===== config.mk =====
export PLATFORM = sky130hd
export DESIGN_NAME = hist_eq_frame_ctrl
export DESIGN_NICKNAME = d
export VERILOG_FILES = /design/src/rtl/hist_eq_pkg.sv /design/src/rtl/hist_eq_line_cnt.sv /design/src/rtl/hist_eq_frame_ctrl.sv
export SDC_FILE = /design/constraint.sdc
export NUM_CORES = 1
export LEC_CHECK = 0
export ABC_AREA = 1
export CORE_UTILIZATION = 41
export CTS_BUF_LIST = sky130_fd_sc_hd__clkbuf_16
export CTS_CLUSTER_DIAMETER = 120
export CTS_CLUSTER_SIZE = 8
export DETAILED_ROUTE_END_ITERATION = 10
export PLACE_DENSITY = 0.71
export SYNTH_ARGS = -nofsm -noshare
export SYNTH_HDL_FRONTEND = slang
export SYNTH_SLANG_ARGS = --single-unit

===== constraint.sdc =====
create_clock -name i_sys_clk -period 1.85 [get_ports i_sys_clk]
set_clock_uncertainty 0.2 [all_clocks]
set_input_delay 0.2775 -clock i_sys_clk [delete_from_list [all_inputs] [get_ports i_sys_clk]]
set_output_delay 0.2775 -clock i_sys_clk [all_outputs]
set_load 0.02 [all_outputs]

===== src/rtl/hist_eq_pkg.sv =====
// Shared types and widths for the histogram-equalisation frame controller.
package hist_eq_pkg;

    typedef enum logic [1:0] {
        IDLE  = 2'd0,
        ACCUM = 2'd1,
        CALC  = 2'd2
    } state_e;

    localparam int BOUND_W     = 10;
    localparam int FRAME_CNT_W = 16;

endpackage


===== src/rtl/hist_eq_line_cnt.sv =====
// Per-frame line counter. A clear together with an increment yields 1, so an
// SOF beat that also ends a line counts as line 0 done.
module hist_eq_line_cnt #(
    parameter int CNT_W = 12,
    parameter int TERM  = 479
) (
    input  logic             clk,
    input  logic             rst_n,
    input  logic             clr,
    input  logic             inc,
    output logic [CNT_W-1:0] count,
    output logic             term
);

    logic [CNT_W-1:0] count_q, count_d;

    always_comb begin
        count_d = count_q;
        if (clr)
            count_d = inc ? CNT_W'(1) : '0;
        else if (inc)
            count_d = count_q + CNT_W'(1);
    end

    always_ff @(posedge clk or negedge rst_n) begin
        if (!rst_n)
            count_q <= '0;
        else
            count_q <= count_d;
    end

    assign count = count_q;
    assign term  = (count_q == CNT_W'(TERM));

endmodule


===== src/rtl/hist_eq_frame_ctrl.sv =====
// Frame-level sequencer for histogram equalisation: snoops the pixel stream,
// shadows parameters per frame, and optional CALC watchdog (HIST_EQ_CTRL_TIMEOUT_EN).
module hist_eq_frame_ctrl
    import hist_eq_pkg::*;
#(
    parameter int DATA_WIDTH = 8,
    parameter int IMG_HEIGHT = 480,
    parameter int LINE_CNT_W = 12
) (
    input  logic                   i_sys_clk,
    input  logic                   i_sys_aresetn,
    input  logic [DATA_WIDTH-1:0]  contrast_threshold_param,
    input  logic [BOUND_W-1:0]     upper_bound_param,
    input  logic [BOUND_W-1:0]     lower_bound_param,
    input  logic                   thresholding_en,
    input  logic                   s_axis_tvalid,
    input  logic                   s_axis_tuser,
    input  logic                   s_axis_tlast,
    output logic                   s_axis_tready,
    input  logic                   i_calc_done,
    output logic                   o_hist_clr,
    output logic                   o_accum_en,
    output logic                   o_calc_start,
    output logic                   o_lut_valid,
    output logic [DATA_WIDTH-1:0]  o_contrast_threshold,
    output logic [BOUND_W-1:0]     o_upper_bound,
    output logic [BOUND_W-1:0]     o_lower_bound,
    output logic                   o_thresholding_en,
    output logic                   o_frame_err,
    output logic [FRAME_CNT_W-1:0] o_frame_cnt
);

    state_e                 state_q, state_d;
    logic                   tready_q, tready_d;
    logic                   accum_en_q, accum_en_d;
    logic                   hist_clr_q, hist_clr_d;
    logic                   calc_start_q, calc_start_d;
    logic                   lut_valid_q, lut_valid_d;
    logic                   frame_err_q, frame_err_d;
    logic [FRAME_CNT_W-1:0] frame_cnt_q, frame_cnt_d;
    logic [DATA_WIDTH-1:0]  contrast_q, contrast_d;
    logic [BOUND_W-1:0]     upper_q, upper_d;
    logic [BOUND_W-1:0]     lower_q, lower_d;
    logic                   thr_en_q, thr_en_d;

    logic                   beat, sof, eol;
    logic                   lc_clr, lc_inc, lc_term;
    logic [LINE_CNT_W-1:0]  lc_count;
    logic                   unused_lc;

    assign beat = s_axis_tvalid & tready_q;
    assign sof  = beat & s_axis_tuser;
    assign eol  = beat & s_axis_tlast;

    // Count is exposed for debug visibility; sequencing only needs the terminal flag.
    assign unused_lc = ^lc_count;

    hist_eq_line_cnt #(
        .CNT_W (LINE_CNT_W),
        .TERM  (IMG_HEIGHT - 1)
    ) u_line_cnt (
        .clk   (i_sys_clk),
        .rst_n (i_sys_aresetn),
        .clr   (lc_clr),
        .inc   (lc_inc),
        .count (lc_count),
        .term  (lc_term)
    );

`ifdef HIST_EQ_CTRL_TIMEOUT_EN
    // 4*2^DATA_WIDTH CALC cycles: the counter saturating at all-ones marks the last one.
    logic [DATA_WIDTH+1:0] wd_q, wd_d;
    logic                  wd_expired;
    assign wd_expired = &wd_q;
`endif

    always_comb begin
        state_d      = state_q;
        hist_clr_d   = 1'b0;
        calc_start_d = 1'b0;
        frame_err_d  = 1'b0;
        lut_valid_d  = lut_valid_q;
        frame_cnt_d  = frame_cnt_q;
        contrast_d   = contrast_q;
        upper_d      = upper_q;
        lower_d      = lower_q;
        thr_en_d     = thr_en_q;
        lc_clr       = 1'b0;
        lc_inc       = 1'b0;

        if (sof && state_q != CALC) begin
            // Early SOF in ACCUM restarts the frame in place and flags the short one.
            state_d     = ACCUM;
            hist_clr_d  = 1'b1;
            frame_err_d = (state_q == ACCUM);
            contrast_d  = contrast_threshold_param;
            upper_d     = upper_bound_param;
            lower_d     = lower_bound_param;
            thr_en_d    = thresholding_en;
            lc_clr      = 1'b1;
            lc_inc      = eol;
        end else begin
            case (state_q)
                ACCUM: begin
                    if (eol) begin
                        lc_inc = 1'b1;
                        if (lc_term) begin
                            state_d      = CALC;
                            calc_start_d = 1'b1;
                        end
                    end
                end
                CALC: begin
                    if (i_calc_done) begin
                        state_d     = IDLE;
                        lut_valid_d = 1'b1;
                        frame_cnt_d = frame_cnt_q + FRAME_CNT_W'(1);
                    end
`ifdef HIST_EQ_CTRL_TIMEOUT_EN
                    else if (wd_expired) begin
                        state_d     = IDLE;
                        frame_err_d = 1'b1;
                    end
`endif
                end
                default: ;
            endcase
        end

        tready_d   = (state_d != CALC);
        accum_en_d = (state_d == ACCUM);
    end

`ifdef HIST_EQ_CTRL_TIMEOUT_EN
    always_comb begin
        wd_d = '0;
        if (state_q == CALC && state_d == CALC)
            wd_d = wd_q + 1'b1;
    end

    always_ff @(posedge i_sys_clk or negedge i_sys_aresetn) begin
        if (!i_sys_aresetn)
            wd_q <= '0;
        else
            wd_q <= wd_d;
    end
`endif

    always_ff @(posedge i_sys_clk or negedge i_sys_aresetn) begin
        if (!i_sys_aresetn) begin
            state_q      <= IDLE;
            tready_q     <= 1'b1;
            accum_en_q   <= 1'b0;
            hist_clr_q   <= 1'b0;
            calc_start_q <= 1'b0;
            lut_valid_q  <= 1'b0;
            frame_err_q  <= 1'b0;
            frame_cnt_q  <= '0;
            contrast_q   <= '0;
            upper_q      <= '0;
            lower_q      <= '0;
            thr_en_q     <= 1'b0;
        end else begin
            state_q      <= state_d;
            tready_q     <= tready_d;
            accum_en_q   <= accum_en_d;
            hist_clr_q   <= hist_clr_d;
            calc_start_q <= calc_start_d;
            lut_valid_q  <= lut_valid_d;
            frame_err_q  <= frame_err_d;
            frame_cnt_q  <= frame_cnt_d;
            contrast_q   <= contrast_d;
            upper_q      <= upper_d;
            lower_q      <= lower_d;
            thr_en_q     <= thr_en_d;
        end
    end

    assign s_axis_tready        = tready_q;
    assign o_accum_en           = accum_en_q;
    assign o_hist_clr           = hist_clr_q;
    assign o_calc_start         = calc_start_q;
    assign o_lut_valid          = lut_valid_q;
    assign o_frame_err          = frame_err_q;
    assign o_frame_cnt          = frame_cnt_q;
    assign o_contrast_threshold = contrast_q;
    assign o_upper_bound        = upper_q;
    assign o_lower_bound        = lower_q;
    assign o_thresholding_en    = thr_en_q;

endmodule

==> results of run 1 <==
## routing by layer
layer	global-route usage [%]	up-vias
met3	7.33	12
li1	-	1297
met4	8.64	0
met2	30.6	72
met5	0	-
met1	25.3	1232
## final timing paths
kind | from | to | slack, ns
hold reg to reg | o_upper_bound[1]$_DFFE_PN0P_ | o_upper_bound[1]$_DFFE_PN0P_ | 0.27
setup / recovery | o_frame_cnt[12]$_DFFE_PN0P_ | o_frame_cnt[12] | 0.04
max in group asynchronous | i_sys_aresetn | s_axis_tready$_DFF_PN1_ | 0.84
setup reg to reg | state_q[0]$_DFF_PN0_ | o_frame_cnt[12]$_DFFE_PN0P_ | 0.14
min in group i_sys_clk | o_upper_bound[1]$_DFFE_PN0P_ | o_upper_bound[1]$_DFFE_PN0P_ | 0.27
hold / removal | i_sys_aresetn | o_frame_cnt[12]$_DFFE_PN0P_ | 0.27
## power breakdown
| part | internal (uW) | switching, uW |
|---|---|---|
| sequential | 1550 | 74.6 |
| clock | 887 | 595 |
| combinational | 342 | 385 |
## sequential cells by signal, indices dropped and copies added, names as in the netlist
signal                cells
o_lower_bound            10
o_frame_cnt              16
o_frame_err               1
o_accum_en                1
u_line_cnt.count         12
o_calc_start              1
o_upper_bound            10
o_contrast_threshold      8
o_thresholding_en         1
o_lut_valid               1
o_hist_clr                1
state_q                   2
s_axis_tready             1
## synth_stat cells (3+ instances only)
cell type | count | area [um2]
xnor2_1 | 3 | 26.3
nand4_1 | 8 | 50.1
dfrtp_1 | 64 | 1600
ha_1 | 4 | 50.1
xor2_1 | 9 | 78.8
a21oi_1 | 7 | 35.0
nand2_1 | 145 | 544
nand3_1 | 14 | 70.1
nor3_1 | 4 | 20.0
clkbuf_1 | 3 | 11.3
nor2_1 | 32 | 120
inv_1 | 30 | 113
o21ai_0 | 5 | 25.0
## placed cells by master (no fill, tap or decap), drive strengths merged
cell	instances
a21oi	7
buf	16
clkbuf	9
clkdlybuf4s50	72
clkinv	4
clkinvlp	2
dfrtp	64
dfstp	1
dlygate4sd2	8
dlygate4sd3	1
dlymetal6s2s	4
ha	4
inv	32
nand2	148
nand3	16
nand3b	1
nand4	8
nor2	36
nor3	5
nor4	1
o211ai	1
o21a	1
o21ai	5
o21bai	1
or2	1
xnor2	3
xor2	9
## worst min-delay path: stages
cell and delay, ns:
dlygate4sd3_1 0.52, buf_2 0.12, buf_12 0.27
## cells by family after synthesis
family                   share of synthesized area (%)
AO/OA/AOI/OAI                                     2.81
adder cells (fa/ha/maj)                           1.70
AND/OR/NAND/NOR                                   31.1
flip-flops                                        55.3
XOR/XNOR                                          3.57
buffers and inverters                             5.53
## area by class of cell
class	instances	area (um2)
inverter	32	120
tap	96	120
clock buffer	9	225
sequential	65	1630
fill	595	2580
timing repair buffer	101	993
multi-input combinational	247	1170
clock inverter	6	36.3
## what timing repair did
| action | 4_1_cts | 5_1_grt |
|---|---|---|
| cloned | 0 | 0 |
| setup endpoints to repair | 8 | 7 |
| pin swaps | 0 | 1 |
| resized for setup | 8 | 8 |
| endpoints found under the hold margin | 64 | 0 |
| hold buffers | 1 | 0 |
## per-stage QoR
step / util, % / worst slack [ns] / instance area, um2 / hold WS [ns]
2_1_floorplan: - / 0.229 / 2940 / -0.218
3_3_place_gp: 58.3 / -0.000462 / 4000 / 0.121
3_5_place_dp: 58.3 / -0.0582 / 4000 / 0.119
4_1_cts: 62.1 / 0.00390 / 4260 / 0.274
5_1_grt: 62.5 / 0.00288 / 4290 / 0.295
6_report: 62.5 / 0.0405 / 4290 / 0.270
==> flow_summary.yaml, run 1 <==
power_and_ir_drop:
  total_power_uw: 3830
  vdd_drop_max_mv: 0.569
  total_leakage_power_uw: 0.00223
  pwr_density_cell_nw_per_um2: 893
route:
  drtPass1Iterations: 4
  wl_met1_mm: 3.01
  vias_per_cell: 4.70
  top_layer: "met4"
  drc: 0
  wl_mm: 6.71
  antenna_left: 0
  num_vias: 2613
  drt-initial-drc-count: 84
  wire_per_inst_um: 12.1
  wl_met3_um: 475
  routed-wl-met2_mm: 3.08
timing:
  slew_headroom_pct: 76.1
  final-max-slew-violation-count: 0
  fmax_ghz: 0.553
  fin_crit_ns: 1.81
  finalSetupViolCount: 0
  fin_tns_setup_ns: 0
  period_share_pct: 97.8
  worstMarginPinSlew_ns: 0.358
  final-hold-violation-count: 0
  rsz0062_at_grt: "no"
logic_synthesis:
  ys.flop_type: "dfrtp_1"
  synth_edf_count: 0
  ys_warn_count: 0
  avgSynthCellArea_um2: 8.38
  synth_cell_type_count: 30
  synthCells: 351
  syn-cell-area_um2: 2940
  postSynth.asyncResetShare_pct: 100
  synth-seq-cells: 65
  ys_seq_area_share_pct: 55.3
  synthesis.nets: 390
finish:
  num-nets-final: 495
  drive_above_1_share_pct: 9.78
  antenna_cells: 0
  syn2layout_area_growth_pct: 45.9
  instances_no_fill: 556
setup_path:
  cpMaxStageDelayCell: "clkdlybuf4s50_1"
  crit_type: "reg -> out"
  path_buf_inv: 1
  worst_path_largest_cell_delay_ns: 0.62
  arrival_ns: 1.33
  worst-path-stages: 1
  cp.required_ns: 1.37
  crit_chain: "clkdlybuf4s50_1"
  startpoint_type: "register"
  crit_fanout: 3
  cp_top_family: "buffers and inverters"
  reg2reg_depth: 9
  worstSetupEndpointType: "primary output"
floorplan:
  die_w_um: 86.7
  die_h_um: 86.7
  die-area_um2: 7520
  start_util_pct: 42.8
  std_cell_rows: 30
  core_area_um2: 6870
  io_pins: 86
grt:
  grt_antenna_before_repair: 0
  track_usage_pct: 19.9
  grt_max_degree: 66
  grt_overflow: 0
  grt_pass1_wl_mm: 11.6
  grt_pass1_vias: 2610
clock_network:
  cts_root_buffer: "clkbuf_16"
  cts_buffer_depth: 2
  cts_setup_buffers: 0
  cts_made_buffers: 9
  clk_pin_slew_worst_paths_ns: 0.05
  cts_max_level: 3
  clock_latency_ns: 0.32
  cts.sinks: 65
  tritoncts: "done"
run:
  cap_violations: 0
placed_design:
  routabilityCongestion: 0.787
  placed_cells: 540
  io_buffer_count: 85
  dp_hpwl_mm: 4.76
hold_path:
  hold_path.class: "in -> async"
outcome:
  status: "finished clean"
Note: power is estimated with default switching activity, not from simulation.
==> run 2, diff against run 1 <==
--- a/config.mk
+++ b/config.mk
@@ -6,12 +6,14 @@
 export NUM_CORES = 1
 export LEC_CHECK = 0
 export ABC_AREA = 1
-export CORE_UTILIZATION = 41
+export CELL_PAD_IN_SITES_DETAIL_PLACEMENT = 1
+export CELL_PAD_IN_SITES_GLOBAL_PLACEMENT = 2
+export CORE_UTILIZATION = 27
 export CTS_BUF_LIST = sky130_fd_sc_hd__clkbuf_16
 export CTS_CLUSTER_DIAMETER = 120
 export CTS_CLUSTER_SIZE = 8
 export DETAILED_ROUTE_END_ITERATION = 10
-export PLACE_DENSITY = 0.71
+export PLACE_DENSITY_LB_ADDON = 0.1
 export SYNTH_ARGS = -nofsm -noshare
 export SYNTH_HDL_FRONTEND = slang
 export SYNTH_SLANG_ARGS = --single-unit
==> run 2 against run 1 <==
  * Clock power about the same
  * Largest power group unchanged
  * Critical endpoint is now o_frame_cnt[15]
  * Die area up 51%
  * First-iteration DRC count down 19%
  * Power up 0.70%
  * Maximum frequency up 1.6%
==> flow_summary.yaml, run 2 (same netlist as run 1, synthesis figures left out) <==
route:
  wl_mm: 7.84
  wire_per_inst_um: 13.1
  drc: 0
  drt-initial-drc-count: 68
  antenna_left: 0
  num_vias: 2639
  drtPass1Iterations: 4
  vias_per_cell: 4.41
clock_network:
  cts.sinks: 65
  cts_max_level: 3
  cts_setup_buffers: 0
  tritoncts: "done"
  clk_pin_slew_worst_paths_ns: 0.06
  cts_buffer_depth: 2
  clock_latency_ns: 0.32
  cts_made_buffers: 9
  cts_root_buffer: "clkbuf_16"
timing:
  final-max-slew-violation-count: 0
  period_share_pct: 96.2
  finalSetupViolCount: 0
  rsz0062_at_grt: "yes"
  fin_crit_ns: 1.78
  slew_headroom_pct: 74.5
  hold_ws_ns: 0.264
  worstMarginPinSlew_ns: 0.383
  final-hold-violation-count: 0
  fmax_ghz: 0.562
floorplan:
  core_area_um2: 10500
  die_w_um: 106
  io_pins: 86
  die-area_um2: 11300
  die_h_um: 106
  std_cell_rows: 37
  start_util_pct: 28.1
hold_path:
  whs_path_depth: 1
  hold_path.class: "reg -> reg"
  min_from: "o_lut_valid$_DFFE_PN0P_"
  holdPathEnd: "o_lut_valid$_DFFE_PN0P_"
setup_path:
  worstSetupEndpointType: "primary output"
  reg2reg_depth: 8
  crit_fanout: 3
  cp.required_ns: 1.37
  crit_chain: "clkdlybuf4s50_1"
  startpoint_type: "register"
  rrSetupSlack_ns: 0.12
  cp_top_family: "buffers and inverters"
  worst_path_largest_cell_delay_ns: 0.62
  arrival_ns: 1.30
  r2r_end: "o_accum_en$_DFF_PN0_"
  cpMaxStageDelayCell: "clkdlybuf4s50_1"
  reg2reg_from: "state_q[1]$_DFF_PN0_"
  crit_type: "reg -> out"
  path_buf_inv: 1
run:
  cap_violations: 0
finish:
  layout_common_cells: "145 x nand2_1, 69 x clkdlybuf4s50_1, 64 x dfrtp_1, 33 x inv_1, 31 x nor2_1"
  final_common_cell: "nand2_1"
  syn2layout_area_growth_pct: 48.4
  num-nets-final: 497
  final_core_util_pct: 41.7
  drive_above_1_share_pct: 9.94
  largest_reg_flops: 16
  antenna_cells: 0
power_and_ir_drop:
  vdd_drop_max_mv: 0.358
  p_comb_share_pct: 19.4
  power.share.clock_pct: 38.5
  switching_share_pct: 28.0
  total_leakage_power_uw: 0.00228
  pwr_density_cell_nw_per_um2: 885
  intPower_uw: 2780
  switchingPower_uw: 1080
  pwr-share-seq_pct: 42.0
grt:
  grt_max_degree: 66
  grt_overflow: 0
  grt_antenna_before_repair: 0
  grt_pass1_wl_mm: 13.4
  grt_pass1_vias: 2752
  track_usage_pct: 15.2
outcome:
  status: "finished clean"
placed_design:
  routabilityCongestion: 0.719
  dp_hpwl_mm: 5.71
  io_buffer_count: 85
## run 2: cell types whose count changed in the layout (fill, tap and decap cells not counted), sizes merged
cell | before | now
dlygate4sd2 | 8 | 9
buf | 16 | 18
clkinvlp | 2 | 0
dlymetal6s2s | 4 | 6
clkdlybuf4s50 | 72 | 69
inv | 32 | 35
## run 2: power groups by stage
| stage | Clock [uW] | Sequential [uW] | Combinational (uW) |
|---|---|---|---|
| after floorplan | 0 | 1760 | 237 |
| after global placement | 0 | 1640 | 740 |
| after detailed placement | 0 | 1650 | 754 |
| after CTS | 1540 | 1630 | 759 |
| after global routing | 1610 | 1640 | 828 |
| final | 1490 | 1620 | 750 |
## run 2: stage by stage
stage	cells	worst slack (ns)	area, um2	TNS [ns]	total power [uW]
after floorplan	351	0.229	2940	0	1990
after global placement	582	-0.0319	4070	-0.0783	2380
after detailed placement	582	-0.0672	4070	-0.347	2400
after CTS	599	0.00132	4330	0	3920
after global routing	599	-0.0240	4360	-0.0846	4080
final	599	0.0697	4360	0	3860
## run 2: layer usage
layer	track usage, %	vias to the layer above	share of wire [%]
met5	0	-	0
met4	4.76	0	1.2
met3	5.70	10	6.6
met2	23.9	57	45
met1	19.2	1268	48
li1	-	1304	-
## run 2: layout make-up
class	instances	area, um2
tap	136	170
clock inverter	7	33.8
inverter	32	123
multi-input combinational	247	1170
clock buffer	9	225
fill	1259	6100
sequential	65	1630
timing repair buffer	103	1010
## run 2: how the worst max path moves through the flow
| stage | from | endpoint | slack [ns] | cells past startpoint |
|---|---|---|---|---|
| 2_1_floorplan | state_q[0]$_DFF_PN0_ | o_frame_cnt[15]$_DFFE_PN0P_ | 0.23 | 9 |
| 3_3_place_gp | s_axis_tvalid | o_accum_en$_DFF_PN0_ | -0.03 | 7 |
| 3_5_place_dp | s_axis_tvalid | o_accum_en$_DFF_PN0_ | -0.07 | 7 |
| 4_1_cts | state_q[0]$_DFF_PN0_ | o_frame_cnt[15]$_DFFE_PN0P_ | 0.001 | 9 |
| 5_1_grt | state_q[0]$_DFF_PN0_ | o_contrast_threshold[2]$_DFFE_PN0P_ | -0.02 | 8 |
| 6_report | o_frame_cnt[15]$_DFFE_PN0P_ | o_frame_cnt[15] | 0.07 | 1 |
## run 2: repair_timing
action,in CTS,in global routing
endpoints found under the hold margin,64,0
resized for setup,9,11
pin swaps,0,2
endpoints found under the setup margin,9,48
hold buffers,1,0
